`src/rtl/mac4x4_acc.sv`:
```
// Streaming 4x4 multiply-accumulate engine: sums a programmable number of a*b products
// through a one-entry product stage, with a sticky carry-out flag and a valid/ready result.

module dadda4x4_3_2 (
    input  logic [3:0] a,
    input  logic [3:0] b,
    output logic [7:0] p
);
    logic [3:0] pp [0:3];
    logic s1a, c1a, s1b, c1b;
    logic s2, c2, s3, c3, s4, c4, s5, c5;
    logic [7:0] row_x, row_y;

    for (genvar i = 0; i < 4; i++) begin : g_pp
        assign pp[i] = b & {4{a[i]}};
    end

    // Stage 1: squeeze the weight-3 and weight-4 columns down to height 3
    assign s1a = pp[0][3] ^ pp[1][2];
    assign c1a = pp[0][3] & pp[1][2];
    assign s1b = pp[1][3] ^ pp[2][2];
    assign c1b = pp[1][3] & pp[2][2];

    // Stage 2: every column down to height 2 using one half adder and three full adders
    assign s2 = pp[0][2] ^ pp[1][1];
    assign c2 = pp[0][2] & pp[1][1];
    assign s3 = pp[2][1] ^ pp[3][0] ^ s1a;
    assign c3 = (pp[2][1] & pp[3][0]) | (s1a & (pp[2][1] ^ pp[3][0]));
    assign s4 = pp[3][1] ^ c1a ^ s1b;
    assign c4 = (pp[3][1] & c1a) | (s1b & (pp[3][1] ^ c1a));
    assign s5 = pp[2][3] ^ pp[3][2] ^ c1b;
    assign c5 = (pp[2][3] & pp[3][2]) | (c1b & (pp[2][3] ^ pp[3][2]));

    assign row_x = {1'b0, pp[3][3], s5, s4, s3, pp[2][0], pp[0][1], pp[0][0]};
    assign row_y = {1'b0, c5, c4, c3, c2, s2, pp[1][0], 1'b0};
    assign p     = row_x + row_y;
endmodule

module mac4x4_acc #(
    parameter int ACC_W = 16,
    parameter int LEN_W = 4
) (
    input  logic             clk,
    input  logic             rst,
    input  logic             start,
    input  logic [LEN_W-1:0] len,
    input  logic             in_valid,
    output logic             in_ready,
    input  logic [3:0]       a,
    input  logic [3:0]       b,
    output logic             out_valid,
    input  logic             out_ready,
    output logic [ACC_W-1:0] sum,
    output logic             overflow,
    output logic             busy
);
    localparam logic [1:0] IDLE  = 2'd0;
    localparam logic [1:0] ACCUM = 2'd1;
    localparam logic [1:0] DRAIN = 2'd2;
    localparam logic [1:0] DONE  = 2'd3;

    logic [1:0]       state;
    logic [LEN_W:0]   cnt;
    logic [LEN_W:0]   target;
    logic [LEN_W:0]   cnt_inc;
    logic [LEN_W:0]   len_ext;
    logic [7:0]       prod;
    logic [7:0]       prod_q;
    logic             prod_v;
    logic [ACC_W-1:0] acc;
    logic [ACC_W:0]   acc_sum;
    logic             ovf_q;
    logic             out_valid_q;
    logic             xfer;

    dadda4x4_3_2 u_mul (
        .a (a),
        .b (b),
        .p (prod)
    );

    assign xfer    = in_valid && (state == ACCUM);
    assign cnt_inc = cnt + {{LEN_W{1'b0}}, 1'b1};
    // A zero length field stands for the full 2^LEN_W terms
    assign len_ext = (len == {LEN_W{1'b0}}) ? {1'b1, {LEN_W{1'b0}}} : {1'b0, len};
    assign acc_sum = {1'b0, acc} + {{(ACC_W - 7){1'b0}}, prod_q};

    assign in_ready  = (state == ACCUM);
    assign busy      = (state != IDLE);
    assign out_valid = out_valid_q;
    assign sum       = acc;
    assign overflow  = ovf_q;

    // Product stage, accumulator and job-sequencing FSM
    always_ff @(posedge clk or posedge rst) begin
        if (rst) begin
            state       <= IDLE;
            cnt         <= '0;
            target      <= '0;
            prod_q      <= 8'd0;
            prod_v      <= 1'b0;
            acc         <= '0;
            ovf_q       <= 1'b0;
            out_valid_q <= 1'b0;
        end else begin
            prod_v <= xfer;
            if (xfer) begin
                prod_q <= prod;
            end
            if (prod_v) begin
                acc <= acc_sum[ACC_W-1:0];
                if (acc_sum[ACC_W]) begin
                    ovf_q <= 1'b1;
                end
            end
            case (state)
                IDLE: begin
                    if (start) begin
                        acc    <= '0;
                        ovf_q  <= 1'b0;
                        cnt    <= '0;
                        target <= len_ext;
                        state  <= ACCUM;
                    end
                end
                ACCUM: begin
                    if (xfer) begin
                        cnt <= cnt_inc;
                        if (cnt_inc == target) begin
                            state <= DRAIN;
                        end
                    end
                end
                DRAIN: begin
                    state <= DONE;
                end
                DONE: begin
                    // First DONE cycle lets the final sum settle before it is offered
                    if (!out_valid_q) begin
                        out_valid_q <= 1'b1;
                    end else if (out_ready) begin
                        out_valid_q <= 1'b0;
                        state       <= IDLE;
                    end
                end
                default: begin
                    state <= IDLE;
                end
            endcase
        end
    end
endmodule

```
`config.mk`:
```
export PLATFORM = sky130hd
export DESIGN_NAME = mac4x4_acc
export DESIGN_NICKNAME = d
export VERILOG_FILES = /design/src/rtl/mac4x4_acc.sv
export SDC_FILE = /design/constraint.sdc
export NUM_CORES = 1
export LEC_CHECK = 0
export CAP_MARGIN = 0
export CORE_MARGIN = 4
export CORE_UTILIZATION = 45
export DETAILED_ROUTE_END_ITERATION = 8
export GPL_TIMING_DRIVEN = 0
export PLACE_DENSITY = 0.77
export SLEW_MARGIN = 20
export SYNTH_ARGS = -nofsm -noshare
export SYNTH_HDL_FRONTEND = slang
export SYNTH_SLANG_ARGS = --single-unit
```
`constraint.sdc`:
```
create_clock -name clk -period 4.42 [get_ports clk]
set_clock_uncertainty 0.15 [all_clocks]
set_input_delay 0.442 -clock clk [delete_from_list [all_inputs] [get_ports clk]]
set_output_delay 0.442 -clock clk [all_outputs]
set_load 0.01 [all_outputs]
```
## Word-level counts from Yosys, hierarchy flattened

Index checks and enable logic that the tools add are counted.

- $add $sub $neg: 3
- Eq/ne operators: 9
- Muxes and demuxes: 19
- Bitwise operators: 25
- Reductions and logical operators: 8

Operators by type and width:

| cell | number |
|---|---|
| $mux 16 | 3 |
| $add 16x8->17 | 1 |
| $and 4x4->4 | 4 |
| $mux 5 | 3 |
| $mux 2 | 5 |
| $pmux 5 s2 | 1 |
| $and 1x1->1 | 9 |
| $xor 1x1->1 | 9 |
| $add 7x7->8 | 1 |
| $pmux 2 s4 | 1 |
| $mux 1 | 6 |
| $ne 2x2->1 const B | 3 |
| $add 5x1->5 const B | 1 |
| $eq 5x5->1 | 1 |
| $reduce_and 5->1 | 1 |
| $eq 2x2->1 const B | 2 |
| $logic_not 4->1 | 1 |
| $ne 2x1->1 const B | 2 |
| $reduce_bool 2->1 | 2 |
| $or 1x1->1 | 3 |
| $reduce_and 3->1 | 1 |
| $eq 2x1->1 const B | 1 |
| $logic_not 2->1 | 1 |
| $reduce_and 2->1 | 1 |
| $logic_and 1x1->1 | 1 |

- Register bits: 39

## Depth between registers and ports, before layout

- Word-level depth: 6
- Depth in mapped cells: 11
- Gate-level depth less buffers: 11

## Modules after synthesis

A second synthesis with hierarchy kept.

- Cell total of the unflattened synthesis: 300
- Area total of the unflattened synthesis: 2773.9 um^2

By module, submodules not included:

| module | times used | cells an instance | area each (um^2) |
|---|---|---|---|
| mac4x4_acc | 1 | 243 | 2313.5 |
| dadda4x4_3_2 | 1 | 57 | 460.4 |

## Least setup slack after synthesis

No wires, ideal clock.

- Kind: input -> register
- Start: in a[0]
- End: reg prod_q[7]
- Library setup time: 0.124 ns
- Data arrival time: 2.315 ns
- Setup slack: 1.832 ns
- Stages: 11
- Buffers on the path: 0
- Cells stage by stage: and2_1 -> ha_1 -> inv_1 -> fa_1 -> inv_1 -> ha_1 -> a21o_1 -> a21oi_1 -> nor2b_1 -> o21ai_0 -> a2bb2oi_1

- Cells in the longest elaborated chain, start to end: 6

RTL lines:

| element | line | RTL |
|---|---|---|
| start, declared | 49 | `input logic [3:0] a,` |
| $and 4x4->4 (*) | 15 | `assign pp[i] = b & {4{a[i]}};` |
| $and 1x1->1 | 20 | `assign c1a = pp[0][3] & pp[1][2];` |
| $xor 1x1->1 | 29, 30 |  |
| $and 1x1->1 | 30 | `assign c4 = (pp[3][1] & c1a) \| (s1b & (pp[3][1] ^ c1a));` |
| $or 1x1->1 | 30 |  |
| $add 7x7->8 (*) | 36 | `assign p = row_x + row_y;` |
| end signal, assigned | 108 | `prod_q <= prod;` |
| end, declared | 68 | `logic [7:0] prod_q;` |

Mark *: on every way between the ends. The rest lies on a longest branch, timed or not.
A chain may end at the register's enable or synchronous reset.

## Worst setup path after layout

Ends and elaborated chain as after synthesis.

==> flow_summary.toml <==
[global_route]
grt_first_pass_wirelength_mm = 9.35
antenna_found_initial = 0
grt_pass1_vias = 2132
grt_usage_pct = 15.5
grt_overflow = 0
grt_max_degree = 31

[logic_synthesis]
synth_nets = 331
synth_seq_cells = 39
ys_seq_area_share_pct = 36.8
ys_warn_count = 0
synth.area.mux_share_pct = 3.92
synth_compound_area_share_pct = 16.8
synthXorXnorAreaFrac_pct = 4.30
synthSimpleGateAreaFrac_pct = 19.8
synth_edf_count = 0
synthAdderAreaFrac_pct = 14.6
synth.distinct_cells = 43
synth_ff_type = "dfrtp_1"
synth_top_family_by_area = "simple AND/OR/NAND/NOR gates"
async_flop_share_pct = 100
syn_area_per_cell_um2 = 9.27
netlist_area_um2 = 2650
syn_inst = 286

[die]
dieHeight_um = 84.7
dieWidth_um = 84.7
ios = 37
core_um2 = 5610
num_rows = 27
die-area_um2 = 7180
initial_utilization_pct = 47.3

[critical_path]
cpMaxStageDelayCell = "fa_1"
worstPathMaxFanout = 4
end_kind = "register"
max_stage_delay_ns = 0.48
path_cells = "clkdlybuf4s50_1, and2_1, ha_1, inv_1, fa_1, inv_1, ha_1, a21o_1, a21oi_1, nor2b_1, o21ai_0, a2bb2oi_1"
cp.required_ns = 4.45
crit_type = "in2reg"
crit_start = "a[0]"
cp_num_cells = 12
r2r_start = "sum[0]$_DFF_PP0_"
startpoint_type = "input port"
path_buf_inv = 3
critPathArrivalTime_ns = 2.95
worst-r2r-cell-count = 7
path_delay_family = "adder cells"

[sta]
fin_tns_setup_ns = 0
rsz0062_at_grt = "false"
timing.fmax_mhz = 342
setup_ws_ns = 1.50
worst_pin_slew_ns = 0.668
min_period_ns = 2.92
setup_viol = 0
final_hold_viol_count = 0
report.final.slew_viol_count = 0
timing.final.crit_share_pct = 66.1
relSlewSlack_pct = 55.5

[placement]
gp_congestion = 0.835
dp_slack_ns = 1.18
dp_hpwl_mm = 4.14
io_buffers = 36

[clocking]
cts_tree = "done"
cts_buffers = 5
cts_root_buf = "clkbuf_8"
clk_latency_ns = 0.29
cts_resized = 0
cts_hold_buffers = 0
clock-sinks = 39
cts_setup_buffers = 0
cts_max_level = 2
clockBufferDepth = 2
clk_pin_slew_ns = 0.08

[routing]
totalWireLength_mm = 5.29
num_vias = 2174
drc = 0
first_iter_violations = 81
vias_per_cell = 5.39
wire_per_inst_um = 13.1
dr.pass1.iters = 4
ant_nets = 0

[power]
intPower_uw = 998
power_leakage_nw = 1.48
combPwrFrac_pct = 49.2
power-per-cell-area_nw_per_um2 = 509
swShare_pct = 39.2
p_clk_share_pct = 16.2
switching_power_uw = 643
seqPwrFrac_pct = 34.6
vdd_drop_max_uv = 274
power_mw = 1.64

[flow_run]
maxCapViolCount = 0

[finish]
final_cell_mix = "nand2_1 (41), dfrtp_1 (39), clkdlybuf4s50_1 (36), ha_1 (23)"
drive_gt1_share_pct = 3.93
diodes = 0
final_common_cell = "nand2_1"
nets = 375
area_delta_synth_final_pct = 21.7
utilization_pct = 57.5

[run_status]
status = "finished clean"

[hold_path]
min_path_type = "in2async"
==> metal layers <==
metal	global-route usage [%]	vias to the layer above	wire length, um
met1	19.4	1026	2420
met2	27.2	47	2550
met4	4.60	0	63
met5	0	-	0
met3	2.75	6	253
li1	-	1095	-
==> area by class of cell <==
class	count	area (um^2)
clock inverter	1	7.51
buffer	7	26.3
multi-input combinational	221	1580
clock buffer	7	96.3
timing repair buffer	37	380
sequential	39	976
fill	529	2380
tap	72	90.1
inverter	19	71.3
==> registers in the layout, indices dropped and copies added (netlist names) <==
register and count:
overflow 1, prod_v 1, target 5, out_valid 1, prod_q 8, sum 16
cnt 5, state 2
==> kinds of logic after synthesis <==
logic type,after synthesis
simple gates,102
compound gates,68
flops,39
fa+ha+maj,28
buf+inv,26
xor+xnor,13
mux,10
==> through the flow <==
step           instances  hold slack [ns]  instance area [um^2]
2_1_floorplan        286            0.304                  2650
3_3_place_gp         394            0.326                  3100
3_5_place_dp         395            0.337                  3120
4_1_cts              403            0.244                  3220
5_1_grt              403            0.263                  3220
6_report             403            0.241                  3220
==> path summary, 6_finish.rpt <==
path / to / slack (ns)
min in group clk: target[3]$_DFFE_PP0P_ / 0.35
max reg2reg: sum[10]$_DFF_PP0_ / 1.89
max in group asynchronous: sum[9]$_DFF_PP0_ / 3.44
min: target[1]$_DFFE_PP0P_ / 0.24
max: prod_q[7]$_DFFE_PP0P_ / 1.50
min reg2reg: target[3]$_DFFE_PP0P_ / 0.35
==> synthesized netlist by cell type, types with 7 or more instances <==
cell     instances  area, um^2
o21ai_0         18        90.1
dfrtp_1         39         976
ha_1            23         288
a21oi_1         16        80.1
inv_1           19        71.3
nand2_1         41         154
mux2i_1          7        70.1
and2_1          16         100
xnor2_1          7        61.3
nor2_1          10        37.5
==> power groups by stage <==
stage	Combinational (mW)	Clock, mW	Sequential, mW
2_1_floorplan	0.567	0	0.565
3_3_place_gp	0.784	0	0.570
3_5_place_dp	0.809	0	0.574
4_1_cts	0.813	0.270	0.568
5_1_grt	0.924	0.283	0.584
6_report	0.807	0.266	0.567
No activity file was read; power rests on OpenSTA's default activity.
